===== config.mk =====
export PLATFORM = sky130hd
export DESIGN_NAME = icdf_rr_scheduler
export DESIGN_NICKNAME = d
export VERILOG_FILES = /design/src/rtl/icdf_rr_scheduler.sv
export SDC_FILE = /design/constraint.sdc
export NUM_CORES = 1
export LEC_CHECK = 0
export ABC_AREA = 1
export CAP_MARGIN = 10
export CELL_PAD_IN_SITES_DETAIL_PLACEMENT = 1
export CELL_PAD_IN_SITES_GLOBAL_PLACEMENT = 1
export CORE_MARGIN = 2
export CORE_UTILIZATION = 29
export CTS_CLUSTER_DIAMETER = 40
export DETAILED_ROUTE_END_ITERATION = 6
export PLACE_DENSITY = 0.81
export SLEW_MARGIN = 20
export SYNTH_ARGS = -nofsm -noshare
export SYNTH_HDL_FRONTEND = slang
export SYNTH_SLANG_ARGS = --single-unit
export TNS_END_PERCENT = 1

===== constraint.sdc =====
create_clock -name clk -period 3.9 [get_ports clk]
set_clock_uncertainty 0.1 [all_clocks]
set_input_delay 0.975 -clock clk [delete_from_list [all_inputs] [get_ports clk]]
set_output_delay 0.975 -clock clk [all_outputs]
set_load 0.005 [all_outputs]

===== src/rtl/icdf_rr_scheduler.sv =====
// ----------------------------------------------------------------------------
// icdf_rr_scheduler
//   Lets N_REQ Sobol-dimension requesters share one in-order inverse-CDF
//   pipeline. A round-robin arbiter loads one u per cycle into a registered
//   issue stage. A tag FIFO remembers which requester owns each in-flight
//   sample, so every returning z is steered back to its owner. An in-flight
//   counter caps outstanding samples at MAX_INFLIGHT, which is also the tag
//   FIFO depth, so the FIFO can never overflow.
//
// Ports
//   clk, rst       clock, synchronous active-high reset
//   req_valid/ready/u   per-requester sample request (ready is one-hot or zero)
//   icdf_valid/ready/u  issue stage towards the pipeline input
//   icdf_z_valid/ready/z pipeline output
//   rsp_valid/ready     per-requester result handshake (valid one-hot or zero)
//   rsp_z          result data, shared by all requesters
//   inflight       samples granted and not yet retired
//   err            sticky: pipeline produced a result with no tag outstanding
// ----------------------------------------------------------------------------
package fpga_cfg_pkg;
  parameter int FP_WIDTH = 32;
endpackage

module icdf_rr_scheduler #(
  parameter int N_REQ        = 4,
  parameter int WIDTH        = fpga_cfg_pkg::FP_WIDTH,
  parameter int MAX_INFLIGHT = 16,
  parameter int ID_W         = $clog2(N_REQ),
  parameter int CNT_W        = $clog2(MAX_INFLIGHT + 1)
) (
  input  logic                   clk,
  input  logic                   rst,
  input  logic [N_REQ-1:0]       req_valid,
  output logic [N_REQ-1:0]       req_ready,
  input  logic [N_REQ*WIDTH-1:0] req_u,
  output logic                   icdf_valid,
  input  logic                   icdf_ready,
  output logic [WIDTH-1:0]       icdf_u,
  input  logic                   icdf_z_valid,
  output logic                   icdf_z_ready,
  input  logic [WIDTH-1:0]       icdf_z,
  output logic [N_REQ-1:0]       rsp_valid,
  input  logic [N_REQ-1:0]       rsp_ready,
  output logic [WIDTH-1:0]       rsp_z,
  output logic [CNT_W-1:0]       inflight,
  output logic                   err
);

  localparam int PTR_W = (MAX_INFLIGHT > 1) ? $clog2(MAX_INFLIGHT) : 1;

  logic [ID_W-1:0]  rr_ptr;
  logic [ID_W-1:0]  tag_mem [MAX_INFLIGHT];
  logic [PTR_W-1:0] wr_ptr;
  logic [PTR_W-1:0] rd_ptr;

  logic             grant_found;
  logic [ID_W-1:0]  grant_idx;
  logic             can_load;
  logic             fire;
  logic             tags_ne;
  logic [ID_W-1:0]  head_tag;
  logic             retire;
  int               scan;

  function automatic logic [PTR_W-1:0] ptr_inc(input logic [PTR_W-1:0] p);
    return (p == PTR_W'(MAX_INFLIGHT - 1)) ? '0 : p + 1'b1;
  endfunction

  // Search upward from the round-robin pointer, wrapping at N_REQ.
  always_comb begin
    grant_found = 1'b0;
    grant_idx   = '0;
    scan        = 0;
    for (int i = 0; i < N_REQ; i++) begin
      scan = int'(rr_ptr) + i;
      if (scan >= N_REQ) scan = scan - N_REQ;
      if (!grant_found && req_valid[scan]) begin
        grant_found = 1'b1;
        grant_idx   = ID_W'(scan);
      end
    end
  end

  // Registered count only: a retire in this cycle does not free a slot
  // until the next cycle.
  assign can_load = (!icdf_valid || icdf_ready) && (inflight < CNT_W'(MAX_INFLIGHT));
  assign fire     = can_load && grant_found;

  always_comb begin
    req_ready = '0;
    if (fire) req_ready[grant_idx] = 1'b1;
  end

  // The FIFO holds exactly one tag per in-flight sample, so the count
  // doubles as the not-empty flag.
  assign tags_ne  = (inflight != '0);
  assign head_tag = tag_mem[rd_ptr];

  always_comb begin
    rsp_valid = '0;
    if (icdf_z_valid && tags_ne) rsp_valid[head_tag] = 1'b1;
  end

  assign icdf_z_ready = tags_ne && rsp_ready[head_tag];
  assign rsp_z        = icdf_z;
  assign retire       = icdf_z_valid && icdf_z_ready;

  always_ff @(posedge clk) begin
    if (fire) tag_mem[wr_ptr] <= grant_idx;
  end

  always_ff @(posedge clk) begin
    if (rst) begin
      icdf_valid <= 1'b0;
      icdf_u     <= '0;
      rr_ptr     <= '0;
      wr_ptr     <= '0;
      rd_ptr     <= '0;
      inflight   <= '0;
      err        <= 1'b0;
    end else begin
      if (fire) begin
        icdf_u     <= req_u[int'(grant_idx)*WIDTH +: WIDTH];
        icdf_valid <= 1'b1;
        wr_ptr     <= ptr_inc(wr_ptr);
        rr_ptr     <= (grant_idx == ID_W'(N_REQ - 1)) ? '0 : grant_idx + 1'b1;
      end else if (icdf_ready) begin
        icdf_valid <= 1'b0;
      end

      if (retire) rd_ptr <= ptr_inc(rd_ptr);

      case ({fire, retire})
        2'b10:   inflight <= inflight + 1'b1;
        2'b01:   inflight <= inflight - 1'b1;
        default: inflight <= inflight;
      endcase

      if (icdf_z_valid && !tags_ne) err <= 1'b1;
    end
  end

endmodule


# Word-level counts from Yosys, hierarchy flattened
# Memory sizes are Yosys's and may differ from the RTL's. A register that Yosys moved wholly into a read port is not among the register bits.
# Cells that the tools add are included.
# word_totals
output_inout_bits	80
input_bits	172
ram_bits	32
wordCells	101
regBits	49
n_memories	1
# mem_list
name	depth	width	rd	rd_ports_with_merged_regs	write_ports	line	source
tag_mem	16	2	1	1	1	52	logic [ID_W-1:0] tag_mem [MAX_INFLIGHT];
# classes
shifts	1
magnitude_cmp	13
n_eq_ne	5
reduce_logical	20
muxes	42
n_addsub	12
# op_table
op	n
$lt 32x4->1 const B	4
$mux 32	4
$shiftx 128x8->32	1
$mux 4	6
$mux 1	19
$sub 3x3->4 const B	3
$logic_and 1x1->1	11
$bmux 1 s2	5
$mux 2	5
$pmux 5 s2	1
$ge 3x3->1 const B	3
$add 4x1->4 const B	2
$eq 4x4->1 const B	2
$add 2x2->3 const B	2
$lt 2x3->1 const B	2
$add 5x1->5 const B	1
$logic_not 1->1	5
$lt 5x5->1 const B	1
$reduce_bool 5->1	1
$sub 5x1->5 const B	1
$demux 1 s2	2
$eq 2x2->1 const B	2
$ge 2x1->1 const B	2
$reduce_bool 2->1	2
other kinds (6)	6

# Depth between registers and ports, before layout
# logic_depth
depth_word	20
mapped_depth	22
depth_no_buf	21

# Least setup slack after synthesis
# Ideal clock, no wire load.
# synth_timing
kind	input -> output
startpoint	in req_valid[0]
endpoint	out req_ready[3]
n_path_buf	2
stages	14
t_required_ns	2.825
slack_ns	0.318
arrival_time_ns	2.507
cell_sequence	inv_1 -> nand2_1 -> o21ai_2 -> o21ai_2 -> nor2_4 -> nand3_4 -> nand2_4 -> nand2_4 -> buf_6 -> buf_6 -> inv_1 -> ha_1 -> inv_1 -> nor2_1
# synth_between
elab_chain_len	18
# synth_lines
element	line	source
from (decl)	33	input logic [N_REQ-1:0] req_valid,
$bmux 1 s2	77	if (!grant_found && req_valid[scan]) begin
$mux 1 (not written as such) (2 in series)	77	
$mux 1	77	
$logic_not 1->1	77	
$logic_and 1x1->1	77	
$mux 1	77	
$logic_not 1->1	77	
$logic_and 1x1->1	77	
[2 not listed]	n/a	
$logic_and 1x1->1	77	
$mux 2 *	77	
via grant_idx[0]	57	logic [ID_W-1:0] grant_idx;
$lt 2x3->1 (not written as such) / $ge 2x1->1 (equally long branches)	91	if (fire) req_ready[grant_idx] = 1'b1;
$logic_and 1x1->1 (not written as such)	91	
$mux 1 (not written as such)	91	
$demux 1 s2 *	91	
$mux 4 *	91	
to (decl)	34	output logic [N_REQ-1:0] req_ready,
# The timed path passes the listed nets; every way through them passes the cells marked *. The select of a mux whose other input is x is not followed.

# Worst setup path in the final report
# layout_timing
startpoint	in req_valid[1]
endpoint	out req_ready[0]
# layout_between
elab_chain_len	18
# layout_lines
element	line
$bmux 1 s2	77
$mux 1 (not written as such) (2 in series)	77
$mux 1	77
$logic_not 1->1	77
$logic_and 1x1->1	77
$mux 1	77
$logic_not 1->1	77
$logic_and 1x1->1	77
$mux 1	77
$logic_not 1->1	77
$logic_and 1x1->1	77
$mux 2	77
$lt 2x3->1 (not written as such) / $ge 2x1->1 (equally long branches)	91
$logic_and 1x1->1 (not written as such)	91
$mux 1 (not written as such)	91
$demux 1 s2	91
$mux 4 *	91
# Every way passes the cells marked *; elsewhere a longest branch is shown, timed or not. The select of a mux whose other input is x is not followed.

==> impl_results.md <==
- Outcome: finished, final reports clean
- PD cells: 843.6 mW/mm2
- Fin Setup TNS: 0 ns
- Final Wtd Congestion: 0.8009
- Minimum clock period: approximately 3.6 ns
- Final setup vio count: 0
- Synth Register Bits: 85
- Post-place setup slack: -0.3403 ns
- Clock latency on the worst-skew pair: around 0.34 ns
- Hpwl dp: 13.87 mm
- Nets: about 1.2k
- Clk buf depth: 2
- # clock sinks: 85
- Max-slew violation count: 0
- Pin count of the biggest net entering global routing: 65
- I/O pin count: between 200 and 300
- CP top delay family: simple AND/OR/NAND/NOR gates
- Clock Pin Slew Worst Setup and Hold Paths: approximately 0.07 ns
- Worst slew margin: 0.4918
- Initial antenna violation count: 0
- Top Layer Used: met4
- DR WL/cell: roughly 15 um
- Met3 wire length: roughly 1.6 mm
- Most frequent cells in the layout: clkdlybuf4s50_1 (178), nand2_1 (170), inv_1 (142), nand3_1 (138), nor2_1 (98)
- Metal-1 WL: about 7.7 mm
- CTS buffer count: 9
- F_max: roughly 0.28 GHz
- First-pass GRT wire length: 31.08 mm
- Drt pass-1 iters: 4
- H-tree levels: 3
- Final WL: roughly 19 mm
- Final worst slack: ~0.28 ns
- CP Capture Type: output port
- Via density: roughly 4.6
- GRT Util Overall: 0.1803
- Grt total ovfl: 0
- Leak: between 0.003 and 0.004 uW
- DR DRC count: 0
- Share of layout cells above drive strength 1: 0.07890
- Most common cell after layout, fill and taps aside: clkdlybuf4s50_1
- CORE AREA: about 0.02 mm2
- RSZ-0062 raised after global routing: no
- Buf/Inv on CP: 4
- Critical path's slowest cell: o21ai_4
- PortBufs: ~190
- Die area: roughly 0.022 mm2
- Via count: about 5.9k
- Crit path cell chain: dlymetal6s2s_1 -> nand2_2 -> o21ai_4 -> nand2_2 -> nand2_4 -> nor2_4 -> nand3_4 -> o21ai_4 -> buf_6 -> ha_1 -> inv_1 -> nor2_2 -> buf_2
- Routed Antenna Nets: 0
- CTS tree: built
- Syn nets: 1047
- Final Hold Viols: 0
- DR iter-0 viols: approximately 220
- Met2 WL: 9.236 mm
- Die H: 146.7 um
- Row Count: between 50 and 60
- Vias in the first global route: 6195
- Synth Instances: about 860
- Worst IR Drop VDD: 509.1 uV
- Initial Utilization: 0.2939
- # diodes: 0
- Netlist Area Pre-Place: 0.005908 mm2
- HP Class: reg -> reg
- CP arrival: approximately 2.5 ns
- CTS hold repair buffers: 0
- Count of cell types in the netlist: 36
- Worst Tran Pin Value: between 0.7 and 0.8 ns
- Crit Path Category: in -> out
- Die Width: ~150 um
- Worst Setup Start Kind: input port
- CP max stage delay: roughly 0.21 ns
- Crit Path Max Fanout: 4
- Seq/Total Area, Yosys: 0.3422
- Max-cap violation count: 0
- Root Buffer: clkbuf_16
- CP required: between 2 and 3 ns
- Syn-to-layout area delta: 37.82%
- Synth warn: 0
- Avg Synthesized Cell Area: between 6 and 7 um2
- Fin crit share: 0.9271
-- synth_stat cells (all sizes together) --
cell type  number  area [um2]
inv           150       563.0
a211oi          1       7.510
nor3            5       25.02
o21ai          18       123.9
nand3         141       728.2
xnor2           1       8.760
dfxtp          53        1061
nand2         177       681.9
a21oi          17       88.84
edfxtp         32       960.9
nand3b         66       495.5
clkbuf          4       15.01
ha             13       162.7
and3            1       6.260
a21o            1       7.510
buf            73       508.0
nor2          101       389.1
fa              1       20.02
xor2            4       42.55
nand4           2       12.51
-- cell families (layout without fill, tap and decap cells) --
kind of cell | count (synthesis) | after routing | share of synthesized area
buffers and inverters | 227 | 380 | 0.1838
and+or+nand+nor | 493 | 493 | 0.3958
AOI/OAI and AO/OA | 37 | 37 | 0.03854
adders and majority gates | 14 | 14 | 0.03092
DFF | 85 | 85 | 0.3422
xor gates and xnor gates | 5 | 5 | 0.008685
-- stage by stage --
| stage | util | total power (uW) | instances | instance area [um2] | hold WS (ns) |
|---|---|---|---|---|---|
| 2_1_floorplan | - | 4517 | 861 | 5908 | 0.3604 |
| 3_3_place_gp | 0.3856 | 5879 | 1261 | 7752 | 0.3605 |
| 3_5_place_dp | 0.3856 | 6004 | 1261 | 7752 | 0.3716 |
| 4_1_cts | 0.4009 | 6897 | 1280 | 8060 | 0.3910 |
| 5_1_grt | 0.4050 | 7615 | 1284 | 8143 | 0.4514 |
| 6_report | 0.4050 | 6869 | 1284 | 8143 | 0.3852 |
-- final timing paths --
kind	start	to	slack, ns	cells past startpoint
worst max-delay path	req_valid[1]	req_ready[0]	0.28	13
worst min register to register	err$_SDFFE_PP0P_	err$_SDFFE_PP0P_	0.39	2
worst max register to register	rr_ptr[0]$_SDFFE_PP0P_	inflight[4]$_SDFFE_PP0P_	0.54	17
worst min-delay path	err$_SDFFE_PP0P_	err$_SDFFE_PP0P_	0.39	2
-- sequential cells by signal, summed over array words and instances (netlist names), named ones only --
| register | cells |
|---|---|
| tag_mem | 32 |
| rr_ptr | 2 |
| icdf_u | 32 |
| rd_ptr | 4 |
| icdf_valid | 1 |
| err | 1 |
| wr_ptr | 4 |
| inflight | 5 |
-- layout make-up --
class / instances / area [um2]
clock buffer: 11 / 254.0
clock inverter: 5 / 32.53
fill: 2505 / 11960
inverter: 150 / 563.0
multi-input combinational: 549 / 2858
sequential: 85 / 2022
tap: 270 / 337.8
timing repair buffer: 214 / 2076
-- where the power goes --
part           internal, uW  switching, uW  leakage, uW  total [uW]
logic                  1780           2800      0.00302        4580
clock network           471            366     0.000145         837
registers              1290            161     0.000732        1450
total                  3540           3330      0.00390        6870
-- per-layer routing --
layer / up-vias / global-route usage
met1: 2697 / 0.2068
met4: 0 / 0.05485
met3: 28 / 0.06398
met5: - / 0
li1: 2959 / -
met2: 167 / 0.3153
-- worst register-to-register path, stage by stage (launching register included) --
cell and delay, ns:
dfxtp_1 0.50, buf_4 0.26, nand2_1 0.09, o21ai_2 0.09, nand2_1 0.14, nand2_4 0.10, nor2_4 0.06, nand3b_1 0.15
nand2_1 0.25, ha_1 0.34, fa_1 0.39, a21o_1 0.19, a21oi_1 0.12, inv_1 0.06, a21oi_1 0.10, o21ai_0 0.11
o21ai_0 0.16, a21oi_1 0.05
-- repair_timing --
action / in CTS / in global routing
endpoints found under the setup margin: 4 / 5
setup buffers: 3 / 4
cloned: 0 / 0
gates resized for setup: 15 / 21
pin swaps: 6 / 12
No activity file was read; power rests on OpenSTA's default activity.
